$ cat src/rtl/addr_scan_ctrl.sv
// addr_scan_ctrl
// Sequences one read scan over an address range of a sample RAM. It drives
// an external loadable address counter (le/d/ce) and issues one rd_en
// strobe per address, pacing the scan with the downstream rdy signal. After
// the last strobe it waits RD_LAT cycles so the final data_vld can leave the
// read pipeline. Then it pulses done.
//
// Handshake: a sample moves on a cycle when rd_en=1. In RUN, rd_en equals
// rdy, so the downstream's rdy acts as the ready and the controller is
// always valid while in RUN. The counter only advances (ce) on a cycle that
// moved a sample. So the address holds while rdy=0.
//
// Ports
//   clk, clr          clock; synchronous active-high reset
//   start, abort      scan request (IDLE only); scan termination
//   addr_start/end    inclusive scan range; the range may wrap through 0
//   q                 current address from the external counter
//   rdy               downstream can take one sample this cycle
//   le, d, ce         load-enable, load value, count-enable to the counter
//   rd_en, data_vld   RAM read strobe and its RD_LAT-delayed valid
//   busy, done        not-IDLE flag; one-cycle completion pulse
//   sample_cnt        strobes issued in the current or last scan
//   dbg_state         FSM state for observation
module addr_scan_ctrl #(
  parameter int bit_addr = 9,
  parameter int RD_LAT   = 1
) (
  input  logic                clk,
  input  logic                clr,
  input  logic                start,
  input  logic                abort,
  input  logic [bit_addr-1:0] addr_start,
  input  logic [bit_addr-1:0] addr_end,
  input  logic [bit_addr-1:0] q,
  input  logic                rdy,
  output logic                le,
  output logic [bit_addr-1:0] d,
  output logic                ce,
  output logic                rd_en,
  output logic                data_vld,
  output logic                busy,
  output logic                done,
  output logic [bit_addr:0]   sample_cnt,
  output logic [2:0]          dbg_state
);

  typedef enum logic [2:0] {
    S_IDLE  = 3'd0,
    S_LOAD  = 3'd1,
    S_RUN   = 3'd2,
    S_DRAIN = 3'd3,
    S_DONE  = 3'd4
  } state_t;

  localparam logic [2:0] LAT_M1 = 3'(RD_LAT - 1);

  state_t              state_q, state_d;
  logic [bit_addr-1:0] s_q, s_d;
  logic [bit_addr-1:0] e_q, e_d;
  logic [bit_addr:0]   cnt_q, cnt_d;
  logic [2:0]          drain_q, drain_d;
  logic [RD_LAT-1:0]   vld_q, vld_d;
  logic                kill;

  // A reset that is asserted mid-scan squashes the strobes combinationally,
  // in the same way as abort.
  assign kill = abort | clr;

  always_comb begin
    state_d = state_q;
    s_d     = s_q;
    e_d     = e_q;
    cnt_d   = cnt_q;
    drain_d = '0;
    le      = 1'b0;
    ce      = 1'b0;
    rd_en   = 1'b0;

    case (state_q)
      S_IDLE: begin
        if (start && !abort) begin
          s_d     = addr_start;
          e_d     = addr_end;
          cnt_d   = '0;
          state_d = S_LOAD;
        end
      end
      S_LOAD: begin
        le      = !kill;
        state_d = S_RUN;
      end
      S_RUN: begin
        rd_en = rdy && !kill;
        if (rd_en) begin
          // Compare the address being read now against the end address. The
          // counter wraps by itself, so a wrapped range needs no special case.
          if (q == e_q) state_d = S_DRAIN;
          else          ce      = 1'b1;
        end
      end
      S_DRAIN: begin
        if (drain_q == LAT_M1) state_d = S_DONE;
        else                   drain_d = drain_q + 3'd1;
      end
      S_DONE: state_d = S_IDLE;
      default: state_d = S_IDLE;
    endcase

    if (rd_en) cnt_d = cnt_q + 1'b1;

    if (abort) begin
      state_d = S_IDLE;
      drain_d = '0;
    end

    vld_d[0] = rd_en;
    for (int i = 1; i < RD_LAT; i++) vld_d[i] = vld_q[i-1];
    if (abort) vld_d = '0;
  end

  always_ff @(posedge clk) begin
    if (clr) begin
      state_q <= S_IDLE;
      s_q     <= '0;
      e_q     <= '0;
      cnt_q   <= '0;
      drain_q <= '0;
      vld_q   <= '0;
    end else begin
      state_q <= state_d;
      s_q     <= s_d;
      e_q     <= e_d;
      cnt_q   <= cnt_d;
      drain_q <= drain_d;
      vld_q   <= vld_d;
    end
  end

  assign d          = s_q;
  assign data_vld   = vld_q[RD_LAT-1];
  assign busy       = (state_q != S_IDLE);
  assign done       = (state_q == S_DONE) && !kill;
  assign sample_cnt = cnt_q;
  assign dbg_state  = state_q;

endmodule

$ cat config.mk
export PLATFORM = sky130hd
export DESIGN_NAME = addr_scan_ctrl
export DESIGN_NICKNAME = d
export VERILOG_FILES = /design/src/rtl/addr_scan_ctrl.sv
export SDC_FILE = /design/constraint.sdc
export NUM_CORES = 1
export LEC_CHECK = 0
export CORE_ASPECT_RATIO = 0.75
export CORE_UTILIZATION = 46
export DETAILED_ROUTE_END_ITERATION = 6
export HOLD_SLACK_MARGIN = 0.1
export PLACE_DENSITY = 0.94
export SLEW_MARGIN = 20
export SYNTH_ARGS = -nofsm -noshare
export SYNTH_HDL_FRONTEND = slang
export SYNTH_SLANG_ARGS = --single-unit
export TNS_END_PERCENT = 20
$ cat constraint.sdc
create_clock -name clk -period 3.1 [get_ports clk]
set_input_delay 0.31 -clock clk [delete_from_list [all_inputs] [get_ports clk]]
set_output_delay 0.31 -clock clk [all_outputs]
set_load 0.01 [all_outputs]
==> results.py, run 1 <==
metrics = {
    "timing": {
        "rsz0062_at_grt": "no",
        "max_slew_margin": 0.4587,
        "finalMaxSlewViolations": 0,
        "hold_viol_final": 0,
        "setup_tns_ns": 0,
        "setup_viol": 0,
        "post-route-period-util": 0.8223,
        "finClkSkew_ns": 0.001262,
        "fmax_mhz": 392.3,
        "fin_crit_ns": 2.549,
        "tightest_slew_ns": 0.8119,
    },
    "drt": {
        "drc": 0,
        "drtIter0Drc": 51,
        "routedWlPerCell_um": 12.87,
        "vias_per_cell": 5.278,
        "vias": 1520,
        "drt-total-wl_um": 3707,
        "final_antenna_net_count": 0,
        "first_pass_iters": 4,
    },
    "clock_tree": {
        "cts_root_buffer": "clkbuf_8",
        "clockBufferDepth": 2,
        "cts_tree": "built",
        "numClockSinks": 35,
        "holdBufCountCts": 0,
        "path_clk_slew_ns": 0.06,
        "numCtsBuffers": 5,
        "cts.htree.levels": 2,
        "clock_latency_ns": 0.27,
        "postCtsSetupBuffers": 0,
        "cts_resized": 0,
    },
    "floorplan": {
        "initial_utilization": 0.5034,
        "io-pin-count": 60,
        "die_w_um": 69.09,
        "coreArea_mm2": 0.003084,
        "rows": 17,
        "die_h_um": 52.32,
        "die-area_mm2": 0.003614,
    },
    "synth": {
        "synth_fp_nets": 224,
        "yosys.area.top_type_share": 0.4512,
        "synth_area_per_cell_um2": 8.216,
        "synth_cells": 189,
        "ys_top_cells_by_area": "dfxtp_1, nand2_1, a21oi_1, xnor2_1, nor2_1",
        "ys_ff_latch": 35,
        "synth_area_leader_cell": "dfxtp_1",
        "ys_async_sr_fraction": 0,
        "yosys_warnings": 0,
        "synth_common_cells": "nand2_1, dfxtp_1, a21oi_1",
        "synth_seq_area_share": 0.4512,
        "synth_area_mm2": 0.001553,
        "synth_edf_count": 0,
        "synth_cell_types": 32,
        "synth.most_common_cell": "nand2_1",
        "synth_ff_type": "dfxtp_1",
    },
    "pwr": {
        "power_frac_clock": 0.342,
        "leakagePower_uw": 0.0008274,
        "p_per_area_mw_per_mm2": 395.8,
        "p_int_uw": 686.7,
        "pwr-share-comb": 0.129,
        "peakVddDrop_mv": 0.3039,
        "p_seq_frac": 0.529,
        "p_sw_frac": 0.2275,
        "switchingPower_uw": 202.2,
    },
    "final_layout": {
        "antennaDiodeCount": 0,
        "fillers": 264,
        "finalNetCount": 284,
        "instances_no_fill": 288,
        "layout-drive-gt1-share": 0.04400,
        "area_growth_pct": 44.64,
    },
    "setup_path": {
        "critPathLaunchType": "input port",
        "crit_family": "buffers and inverters",
        "crit_chain": "clkdlybuf4s50_1 > or3_1 > or2_1 > a31oi_1 > clkdlybuf4s50_1",
        "cpPeakStageDelay_ns": 0.56,
        "timing.critical_path.fanout_max": 7,
        "cp.required_ns": 2.79,
        "arrival_ns": 2.24,
        "end_kind": "output port",
        "path_class": "input port to output port",
        "crit_path_frequent_cell": "clkdlybuf4s50_1",
        "crit_buf_inv": 2,
        "crit_slowest_cell": "clkdlybuf4s50_1",
    },
    "global_route": {
        "grt_pass1_wl_um": 6092,
        "grt_max_degree": 32,
        "grt_pass1_vias": 1473,
        "grt_overflow_total": 0,
        "grt.total_usage": 0.2173,
        "antenna_found_initial": 0,
    },
    "flow_run": {
        "drv_cap": 0,
    },
    "placement": {
        "placed_cells": 280,
        "dp_hpwl_um": 2688,
        "gp_congestion": 0.8124,
        "portBuffers": 59,
    },
    "min_path": {
        "hold_path.class": "register to register",
    },
    "run_status": {
        "status": "complete, no violations",
    },
}
-- state kept, by name (all words and copies together), names as in the netlist --
name,count
d,9
data_vld,1
dbg_state,3
drain_q,3
e_q,9
sample_cnt,10
-- final timing paths --
kind,endpoint,cells after the start,startpoint,slack [ns]
max,ce,5,clr,0.55
min reg2reg,d[0],2,d[0],0.45
max reg2reg,sample_cnt[6],4,dbg_state[1],1.22
min,d[0],2,d[0],0.45
-- worst min-delay path, delay by kind of cell (launching register included) --
family / cells / cell delay, ns
flops: 1 / 0.31
simple gates: 1 / 0.05
compound gates: 1 / 0.05
-- cell usage in the layout, fill, tap and decap left out, types with 3 or more instances in the layout --
| cell | instances |
|---|---|
| nand4_1 | 5 |
| dfxtp_1 | 35 |
| nand2_1 | 42 |
| buf_4 | 3 |
| and3_1 | 5 |
| a311oi_1 | 3 |
| inv_1 | 5 |
| clkdlybuf4s50_1 | 59 |
| nand3_1 | 7 |
| xnor2_1 | 7 |
| a21oi_1 | 25 |
| nor3_1 | 3 |
| clkbuf_8 | 5 |
| nor2_1 | 11 |
| xor2_1 | 3 |
| or3_1 | 4 |
| nor3b_1 | 3 |
| ha_1 | 3 |
-- per-stage QoR --
| step | setup slack, ns | total power, uW | instance area [um^2] | hold slack [ns] | util |
|---|---|---|---|---|---|
| 2_1_floorplan | 1.273 | 527.9 | 1553 | 0.4173 | - |
| 3_5_place_dp | 0.5533 | 595.8 | 2165 | 0.4434 | 0.7018 |
| 5_1_grt | 0.4788 | 932.4 | 2246 | 0.4755 | 0.7282 |
| 3_3_place_gp | 0.5695 | 592.6 | 2165 | 0.4335 | 0.7018 |
| 6_report | 0.5510 | 888.9 | 2246 | 0.4521 | 0.7282 |
| 4_1_cts | 0.5473 | 898.9 | 2246 | 0.4564 | 0.7282 |
-- cell families after synthesis --
family	share of synthesized area
AO/OA/AOI/OAI	0.1338
multiplexers	0.02095
adder cells (fa/ha/maj)	0.02418
buffers and inverters	0.04916
AND/OR/NAND/NOR	0.2643
flip-flops	0.4512
XOR/XNOR	0.05641
-- routing by layer --
metal  wire, um  share of wire  global-route usage  vias up
li1           -              -                   -      771
met1       1588           0.43              0.2289      685
met2       1847           0.50              0.3981       60
met3        247          0.067             0.08269        4
met4         24         0.0065             0.08844        0
met5          0              0                   0        -
-- power by group through the flow --
stage	logic [uW]	clock network [uW]	registers (uW)
2_1_floorplan	45.9	0	482
3_3_place_gp	113	0	480
3_5_place_dp	116	0	480
4_1_cts	116	313	470
5_1_grt	125	336	471
6_report	115	304	470
-- area by class of cell --
class,count,area (um^2),area share
Multi-Input combinational cell,139,775.7,0.3454
Sequential cell,35,700.7,0.3120
Timing Repair Buffer,62,613.1,0.2730
Clock buffer,7,76.32,0.03398
Tap cell,38,47.55,0.02117
Inverter,6,27.53,0.01226
Clock inverter,1,5.005,0.002228
No activity file was read; power rests on OpenSTA's default activity.
==> run 2: changes to the inputs <==
--- a/config.mk
+++ b/config.mk
@@ -6,10 +6,10 @@
 export NUM_CORES = 1
 export LEC_CHECK = 0
 export CORE_ASPECT_RATIO = 0.75
-export CORE_UTILIZATION = 46
+export CORE_UTILIZATION = 43
 export DETAILED_ROUTE_END_ITERATION = 6
 export HOLD_SLACK_MARGIN = 0.1
-export PLACE_DENSITY = 0.94
+export PLACE_DENSITY = 0.89
 export SLEW_MARGIN = 20
 export SYNTH_ARGS = -nofsm -noshare
 export SYNTH_HDL_FRONTEND = slang
==> constraint.sdc (replaced) <==
create_clock -name clk -period 2.43 [get_ports clk]
set_input_delay 0.243 -clock clk [delete_from_list [all_inputs] [get_ports clk]]
set_output_delay 0.243 -clock clk [all_outputs]
set_load 0.01 [all_outputs]
==> results.py, run 2 (synthesized netlist as in run 1, its figures left out) <==
metrics = {
    "run_status": {
        "status": "finished, violations left",
        "violations": "DRC",
    },
    "final_layout": {
        "largest_reg_flops": 10,
        "final_cell_mix": "clkdlybuf4s50_1, nand2_1, dfxtp_1",
        "multi_input_area_um2": 778.2,
        "final_common_cell": "clkdlybuf4s50_1",
        "postLayoutCellArea_mm2": 0.002285,
        "fillers": 266,
        "seq_area_um2": 700.7,
        "instances_no_fill": 292,
        "layout-drive-gt1-share": 0.05952,
        "antennaDiodeCount": 0,
        "final_util": 0.6763,
        "finalNetCount": 286,
        "area_growth_pct": 47.14,
    },
    "global_route": {
        "grt.busiest_layer": "met2",
        "use_met1": 0.2492,
        "grt_pass1_wl_um": 6065,
        "antenna_found_initial": 0,
        "globalRouteMet2Util": 0.3492,
        "grt_max_degree": 32,
        "grt.total_usage": 0.2050,
        "grt_overflow_total": 0,
        "grt_pass1_vias": 1346,
        "met3_usage": 0.07678,
    },
    "pwr": {
        "p_per_area_mw_per_mm2": 522.2,
        "switchingPower_uw": 258.2,
        "leakagePower_uw": 0.0008479,
        "p_int_uw": 934.9,
        "p_sw_frac": 0.2164,
        "peakVddDrop_mv": 0.4001,
        "power_frac_clock": 0.373,
        "pwr-share-comb": 0.124,
        "power_uw": 1193,
        "p_seq_frac": 0.503,
    },
    "setup_path": {
        "timing.critical_path.fanout_max": 5,
        "cpPeakStageDelay_ns": 0.55,
        "crit_slowest_cell": "clkdlybuf4s50_1",
        "crit_path_frequent_cell": "clkdlybuf4s50_1",
        "cp.required_ns": 2.19,
        "end_kind": "output port",
        "critPathLaunchType": "input port",
        "arrival_ns": 2.05,
        "crit_chain": "clkdlybuf4s50_1 > or3_1 > or2_4 > a31oi_1 > clkdlybuf4s50_1",
        "path_class": "input port to output port",
    },
    "drt": {
        "drt-total-wl_um": 3591,
        "drtIter0Drc": 83,
        "routedWlPerCell_um": 12.30,
        "final_antenna_net_count": 0,
        "vias": 1507,
        "vias_per_cell": 5.161,
        "first_pass_iters": 6,
        "drc": 4,
    },
    "floorplan": {
        "initial_utilization": 0.4596,
        "coreArea_mm2": 0.003378,
        "die-area_mm2": 0.003858,
        "die_h_um": 54.04,
        "io-pin-count": 60,
        "rows": 18,
        "die_w_um": 71.39,
    },
    "timing": {
        "setup_viol": 0,
        "fin_crit_ns": 2.296,
        "hold_viol_final": 0,
        "rsz0062_at_grt": "no",
        "tightest_slew_ns": 0.5251,
        "finalMaxSlewViolations": 0,
        "max_slew_margin": 0.6472,
        "finClkSkew_ns": 0.005142,
        "fmax_mhz": 435.6,
        "setup_tns_ns": 0,
        "post-route-period-util": 0.9448,
    },
    "clock_tree": {
        "numClockSinks": 35,
        "numCtsBuffers": 5,
        "holdBufCountCts": 0,
        "clock_latency_ns": 0.28,
        "cts_tree": "built",
        "cts_root_buffer": "clkbuf_8",
        "cts.htree.levels": 2,
        "path_clk_slew_ns": 0.06,
        "clockBufferDepth": 2,
        "postCtsSetupBuffers": 0,
    },
    "flow_run": {
        "drv_cap": 0,
    },
    "placement": {
        "placed_cells": 284,
        "portBuffers": 59,
        "dp_hpwl_um": 2668,
        "gp_congestion": 0.7913,
        "place_area_mm2": 0.002182,
    },
    "min_path": {
        "hold_path.class": "register to register",
    },
}
==> run 2: cell count changes in the layout (fill, tap and decap cells not counted) <==
cell,change
or2_1,-1
clkinv_2,-1
or2_4,+1
buf_4,+2
clkbuf_8,+2
clkbuf_1,-1
==> run 2: worst max-delay path: cells and delay by family <==
kind                   cells  cell delay, ns
AOI/OAI and AO/OA          1            0.14
and+or+nand+nor            2            0.69
buffers and inverters      2            0.98
==> run 2: metrics by stage <==
| step | setup slack (ns) | hold WS [ns] |
|---|---|---|
| floorplan | 0.6032 | 0.3790 |
| global placement | 0.06671 | 0.4297 |
| detailed placement | 0.06569 | 0.4450 |
| CTS | 0.05553 | 0.4539 |
| global route | 0.07449 | 0.4685 |
| finish | 0.1342 | 0.4491 |
==> run 2: area by class of cell <==
class,instances,share of cell area
multi-input combinational,139,0.3406
tap,40,0.02191
timing repair buffer,64,0.2749
clock buffer,8,0.04381
inverter,6,0.01205
sequential,35,0.3067
==> run 2: power groups by stage <==
stage               Sequential (uW)  Clock, uW  Combinational, uW
global placement                612          0                146
finish                          600        446                148
global route                    601        486                163
CTS                             600        458                149
floorplan                       615          0               58.6
detailed placement              612          0                148
==> run 2: path summary, 6_finish.rpt <==
check / end / startpoint / slack (ns) / depth (start not counted)
min reg2reg: drain_q[0] / drain_q[0] / 0.45 / 1
max reg2reg: sample_cnt[9] / dbg_state[2] / 0.58 / 5
min: drain_q[0] / drain_q[0] / 0.45 / 1
max: ce / clr / 0.13 / 5
==> run 2: what timing repair did <==
item / CTS / global route
hold endpoints to repair: 0 / 0
gates resized for setup: 0 / 1
endpoints found under the setup margin: 0 / 1
==> run 2: layer usage <==
metal / vias up / wire length (um)
li1: 774 / -
met1: 683 / 1575
met2: 48 / 1719
met3: 2 / 271
met4: 0 / 24
met5: - / 0
